[src/rtl/fifo_ctrl_pkg.sv]
// rtl/fifo_ctrl_pkg.sv - shared FSM encodings and helpers for the FIFO read scheduler
package fifo_ctrl_pkg;

    typedef enum logic [2:0] {
        ST_IDLE    = 3'd0,
        ST_GRANT   = 3'd1,
        ST_WAIT    = 3'd2,
        ST_CAPTURE = 3'd3,
        ST_OUTPUT  = 3'd4
    } state_t;

    // Ceiling log2 for sizing counters from elaboration-time parameters
    function automatic int clog2(input int value);
        int r;
        r = 0;
        for (int i = 0; i < 31; i++) begin
            if ((1 << i) < value) begin
                r = i + 1;
            end
        end
        return r;
    endfunction

endpackage

[src/rtl/rr_picker.sv]
// rtl/rr_picker.sv - combinational circular first-requester search starting at ptr
module rr_picker #(
    parameter int N  = 4,
    parameter int IW = 2
) (
    input  logic [N-1:0]  req,
    input  logic [IW-1:0] ptr,
    output logic [IW-1:0] gnt_idx,
    output logic          gnt_any
);

    // Scan from the far end back toward ptr so the last hit is the nearest requester at/after ptr
    always_comb begin
        logic [IW-1:0] cand;
        gnt_idx = '0;
        gnt_any = 1'b0;
        cand    = '0;
        for (int i = N - 1; i >= 0; i--) begin
            cand = IW'((int'(ptr) + i) % N);
            if (req[cand]) begin
                gnt_idx = cand;
                gnt_any = 1'b1;
            end
        end
    end

endmodule

[src/rtl/fifo_rr_read_arbiter.sv]
// rtl/fifo_rr_read_arbiter.sv - round-robin read scheduler with urgency priority over a FIFO bank
module fifo_rr_read_arbiter
    import fifo_ctrl_pkg::*;
#(
    parameter int DATA_WIDTH   = 8,
    parameter int NUM_FIFOS    = 4,
    parameter int SRC_WIDTH    = 2,
    parameter int READ_LATENCY = 1,
    parameter int BURST_MAX    = 4
) (
    input  logic                            clk,
    input  logic                            Reset,
    input  logic                            Enable,
    input  logic [NUM_FIFOS-1:0]            fifo_empty,
    input  logic [NUM_FIFOS-1:0]            fifo_almost_full,
    input  logic [NUM_FIFOS*DATA_WIDTH-1:0] fifo_data,
    input  logic                            out_ready,
    output logic [NUM_FIFOS-1:0]            fifo_read_enable,
    output logic [DATA_WIDTH-1:0]           out_data,
    output logic [SRC_WIDTH-1:0]            out_src,
    output logic                            out_valid,
    output logic                            busy
);

    localparam int LAT_W   = (clog2(READ_LATENCY + 1) < 1) ? 1 : clog2(READ_LATENCY + 1);
    localparam int BURST_W = (clog2(BURST_MAX + 1) < 1) ? 1 : clog2(BURST_MAX + 1);

    state_t                 state;
    logic [SRC_WIDTH-1:0]   g;
    logic [SRC_WIDTH-1:0]   rr_ptr;
    logic [LAT_W-1:0]       lat_cnt;
    logic [BURST_W-1:0]     burst_cnt;

    logic [NUM_FIFOS-1:0]   eligible;
    logic [NUM_FIFOS-1:0]   urgent;
    logic [NUM_FIFOS-1:0]   pick_req;
    logic [NUM_FIFOS-1:0]   g_mask;
    logic [SRC_WIDTH-1:0]   pick_idx;
    logic                   pick_any;
    logic [BURST_W-1:0]     burst_next;
    logic                   may_continue;
    logic [DATA_WIDTH-1:0]  sel_data;

    // Urgent (almost-full) requesters shut everyone else out of the round-robin
    always_comb begin
        eligible     = ~fifo_empty;
        urgent       = eligible & fifo_almost_full;
        pick_req     = (|urgent) ? urgent : eligible;
        g_mask       = NUM_FIFOS'(1) << g;
        burst_next   = burst_cnt + 1'b1;
        may_continue = !fifo_empty[g] && (burst_next < BURST_W'(BURST_MAX)) && !(|(urgent & ~g_mask));
    end

    // Word from the current grantee, selected with constant slices
    always_comb begin
        sel_data = '0;
        for (int i = 0; i < NUM_FIFOS; i++) begin
            if (g == SRC_WIDTH'(i)) begin
                sel_data = fifo_data[i*DATA_WIDTH +: DATA_WIDTH];
            end
        end
    end

    rr_picker #(
        .N  (NUM_FIFOS),
        .IW (SRC_WIDTH)
    ) u_picker (
        .req     (pick_req),
        .ptr     (rr_ptr),
        .gnt_idx (pick_idx),
        .gnt_any (pick_any)
    );

    // Strobe only in GRANT and only while running, so a frozen GRANT never pops twice
    assign fifo_read_enable = (Enable && (state == ST_GRANT)) ? g_mask : '0;
    assign busy             = (state != ST_IDLE);

    // Scheduler FSM; OUTPUT either re-grants the same FIFO or rotates the pointer and goes idle
    always_ff @(posedge clk) begin
        if (!Reset) begin
            state     <= ST_IDLE;
            g         <= '0;
            rr_ptr    <= '0;
            lat_cnt   <= '0;
            burst_cnt <= '0;
            out_data  <= '0;
            out_src   <= '0;
            out_valid <= 1'b0;
        end else if (Enable) begin
            case (state)
                ST_IDLE: begin
                    if (pick_any) begin
                        g     <= pick_idx;
                        state <= ST_GRANT;
                    end
                end
                ST_GRANT: begin
                    lat_cnt <= '0;
                    state   <= ST_WAIT;
                end
                ST_WAIT: begin
                    if (lat_cnt == LAT_W'(READ_LATENCY - 1)) begin
                        state <= ST_CAPTURE;
                    end else begin
                        lat_cnt <= lat_cnt + 1'b1;
                    end
                end
                ST_CAPTURE: begin
                    out_data  <= sel_data;
                    out_src   <= g;
                    out_valid <= 1'b1;
                    state     <= ST_OUTPUT;
                end
                ST_OUTPUT: begin
                    if (out_ready) begin
                        out_valid <= 1'b0;
                        if (may_continue) begin
                            burst_cnt <= burst_next;
                            state     <= ST_GRANT;
                        end else begin
                            burst_cnt <= '0;
                            rr_ptr    <= (g == SRC_WIDTH'(NUM_FIFOS - 1)) ? '0 : g + 1'b1;
                            state     <= ST_IDLE;
                        end
                    end
                end
                default: state <= ST_IDLE;
            endcase
        end
    end

endmodule

[config.mk]
export PLATFORM = sky130hd
export DESIGN_NAME = fifo_rr_read_arbiter
export DESIGN_NICKNAME = d
export VERILOG_FILES = /design/src/rtl/fifo_ctrl_pkg.sv /design/src/rtl/rr_picker.sv /design/src/rtl/fifo_rr_read_arbiter.sv
export SDC_FILE = /design/constraint.sdc
export NUM_CORES = 1
export LEC_CHECK = 0
export CAP_MARGIN = 20
export CORE_MARGIN = 1
export CORE_UTILIZATION = 40
export DETAILED_ROUTE_END_ITERATION = 12
export PLACE_DENSITY_LB_ADDON = 0.2
export SYNTH_ARGS = -nofsm -noshare
export SYNTH_HDL_FRONTEND = slang
export SYNTH_HIERARCHICAL = 1
export SYNTH_SLANG_ARGS = --single-unit
[constraint.sdc]
create_clock -name clk -period 6.15 [get_ports clk]
set_clock_uncertainty 0.1 [all_clocks]
set_input_delay 0.615 -clock clk [delete_from_list [all_inputs] [get_ports clk]]
set_output_delay 0.615 -clock clk [all_outputs]
set_load 0.05 [all_outputs]
==> flow_metrics.py <==
metrics = {
    "status": {
        "status": "finished clean",
    },
    "critical_path": {
        "crit_start": "Enable",
        "crit_end": "fifo_read_enable[3]",
        "cp_data_required_time_ns": 5.43,
        "r2r-start": "g[0]",
        "cp_max_fo": 6,
        "reg2reg_to": "state[0]",
        "slowest_stage": "clkdlybuf4s50_1",
        "crit_type": "in -> out",
        "crit_arrival_ns": 2.68,
        "r2r_slack_ns": 3.75,
        "path_buf_inv": 2,
        "end_kind": "primary output",
        "critPathTopFamily": "buffers and inverters",
        "startpoint_type": "primary input",
        "path_cells": "clkdlybuf4s50_1, nor2b_1, and3b_1, and2_1, clkdlybuf4s50_1",
        "cp_num_cells": 5,
        "r2r_cells": 4,
        "max_stage_delay_ns": 0.80,
        "path_common_cell": "clkdlybuf4s50_1",
    },
    "placement": {
        "dp_hpwl_microns": 3060,
        "io_buffers": 59,
        "place_congestion": 0.794,
    },
    "final_layout": {
        "area_delta_synth_final_pct": 43.2,
        "nNetsFinal": 273,
        "n_antenna_cell": 0,
        "fin_util_pct": 60.2,
        "drive_above_1_share_pct": 4.48,
    },
    "floorplan": {
        "die_w_microns": 61.5,
        "floorplan.initialDensity_pct": 42.0,
        "die-area_sq_um": 3780,
        "die_y_microns": 61.5,
        "io_pins": 60,
        "rows": 21,
        "core_sq_um": 3360,
    },
    "pwr": {
        "power_frac_seq_pct": 44.1,
        "irDropWorstVdd_uv": 130,
        "comb_power_share_pct": 35.4,
        "p_int_uw": 224,
        "clock_power_share_pct": 20.5,
        "p_sw_share_pct": 32.3,
        "power_density_nw_per_um2": 163,
        "leakage_nw": 0.793,
        "power.switching_uw": 107,
    },
    "clocking": {
        "postCtsSetupRepairBufs": 0,
        "root_buffer": "clkbuf_4",
        "cts_buffers": 3,
        "clk_latency_ns": 0.31,
        "htreeDepth": 1,
        "cts_tree": "done",
        "cts.clk_slew.worst_paths_ns": 0.13,
        "postCtsHoldBufs": 0,
        "cts_buffer_depth": 2,
        "clock_sinks": 21,
        "cts_resized": 0,
    },
    "flow_run": {
        "drv_cap": 0,
    },
    "synthesis": {
        "ys.warnings.count": 6,
        "synth_nets": 221,
        "synth-edff-count": 0,
        "synth_area_per_cell_sq_um": 8.22,
        "ys_ff_latch": 21,
        "synthCells": 172,
        "ys.flop_type": "dfxtp_1",
        "synth_cell_types": 41,
        "async_flop_share_pct": 0,
        "yosys-top-cells-area": "dfxtp_1, a211o_1, a221oi_1",
        "yosysSeqAreaShare_pct": 29.7,
        "yosysMostFrequentCell": "dfxtp_1",
        "synthTopCellsByCount": "dfxtp_1, inv_1, nand2_1, o21ai_0",
        "synth_area_sq_um": 1410,
        "yosys.area.top_type_share_pct": 29.7,
        "synth_top_area_cell": "dfxtp_1",
    },
    "sta": {
        "slew_violations": 0,
        "rsz0062_at_grt": "false",
        "finalCritPeriodShare_pct": 55.2,
        "max-slew-margin-rel_pct": 44.5,
        "setup_viol": 0,
        "hold_viol": 0,
        "worst_slew_pin_slew_ns": 0.830,
        "finalSetupTns_ns": 0,
        "min_period_ns": 3.40,
        "timing.fmax_mhz": 294,
    },
    "global_route": {
        "grt_max_degree": 30,
        "antenna_found_initial": 0,
        "grt_pass1_vias": 1343,
        "grt.total_usage_pct": 20.4,
        "grt_pass1_wl_microns": 5800,
        "overflow": 0,
    },
    "detailed_routing": {
        "drc_errors": 0,
        "antenna_left": 0,
        "dr.first_iter.drc_count": 63,
        "viasPerCell": 5.38,
        "drt-wirelength-per-cell_microns": 14.7,
        "drt_wl_total_microns": 3950,
        "drtPass1Iterations": 4,
        "num_vias": 1446,
    },
    "worst_hold_path": {
        "hold_class": "reg -> reg",
        "worst_hold_path.num_cells": 2,
    },
}
routing by layer:
metal / track usage [%] / vias to the layer above / share of wire [%]
met1: 27.1 / 671 / 48
met4: 6.03 / 0 / 0.46
met3: 2.10 / 2 / 3.5
met5: 0 / - / 0
li1: - / 739 / -
met2: 35.1 / 34 / 48
cells by family after synthesis:
family | count (synthesis) | synth area share, %
flops | 21 | 29.7
buf+inv | 26 | 8.32
fa+ha+maj | 5 | 4.42
compound gates | 54 | 28.2
simple gates | 59 | 23.5
xor+xnor | 1 | 0.620
mux | 6 | 5.13
how the worst min path moves through the flow:
stage | slack (ns) | start | endpoint
after floorplan | 0.35 | burst_cnt[1] | burst_cnt[1]
after global placement | 0.36 | burst_cnt[1] | burst_cnt[1]
after detailed placement | 0.38 | burst_cnt[1] | burst_cnt[1]
after CTS | 0.40 | burst_cnt[1] | burst_cnt[1]
after global routing | 0.42 | burst_cnt[1] | burst_cnt[1]
final | 0.40 | burst_cnt[1] | burst_cnt[1]
power groups by stage:
stage	sequential [mW]	clock (mW)	combinational (mW)
floorplan	0.152	0	0.0649
global placement	0.148	0	0.113
detailed placement	0.149	0	0.116
CTS	0.146	0.0695	0.116
global route	0.147	0.0732	0.126
finish	0.146	0.0676	0.117
flip-flops by register name, indices dropped and copies added, names as in the netlist:
register   flops
out_data       8
burst_cnt      3
state          3
g              2
out_src        2
rr_ptr         2
out_valid      1
stage by stage:
step / hold slack (ns) / std cells / cell area, sq um / worst slack [ns] / total power, mW
2_1_floorplan: 0.348 / 172 / 1410 / 3.67 / 0.217
3_3_place_gp: 0.359 / 265 / 2000 / 2.85 / 0.262
3_5_place_dp: 0.382 / 265 / 2000 / 2.78 / 0.265
4_1_cts: 0.399 / 269 / 2020 / 2.77 / 0.332
5_1_grt: 0.424 / 269 / 2020 / 2.70 / 0.346
6_report: 0.399 / 269 / 2020 / 2.75 / 0.330
tightest hold or removal path, cell delays in order, from the launching register on:
cell,delay [ns]
dfxtp_1,0.34
nand3_1,0.06
o21ai_0,0.07
layout make-up:
class	instances	area (sq um)
inverter	14	52.6
timing repair buffer	59	591
multi-input combinational	125	876
sequential	21	420
clock inverter	1	5.00
fill	328	1340
tap	46	57.6
clock buffer	3	22.5
layout by cell type, fill, tap and decap left out, drive strengths merged, types with 2 or more instances in the layout:
| cell type | netlist | final |
|---|---|---|
| a211o | 8 | 8 |
| a211oi | 2 | 2 |
| a21oi | 7 | 7 |
| a221oi | 8 | 8 |
| a31oi | 9 | 9 |
| and2 | 5 | 5 |
| and3 | 3 | 3 |
| clkbuf | 8 | 3 |
| clkdlybuf4s50 | 0 | 59 |
| dfxtp | 21 | 21 |
| ha | 5 | 5 |
| inv | 14 | 14 |
| mux2i | 5 | 5 |
| nand2 | 13 | 13 |
| nand2b | 3 | 3 |
| nand3 | 7 | 7 |
| nand4 | 2 | 2 |
| nor2 | 6 | 6 |
| nor2b | 9 | 9 |
| o2111ai | 3 | 3 |
| o21ai | 11 | 11 |
| or2b | 3 | 3 |
| or3 | 2 | 2 |
| or4 | 2 | 2 |
Power figures use the tool's default switching activity.
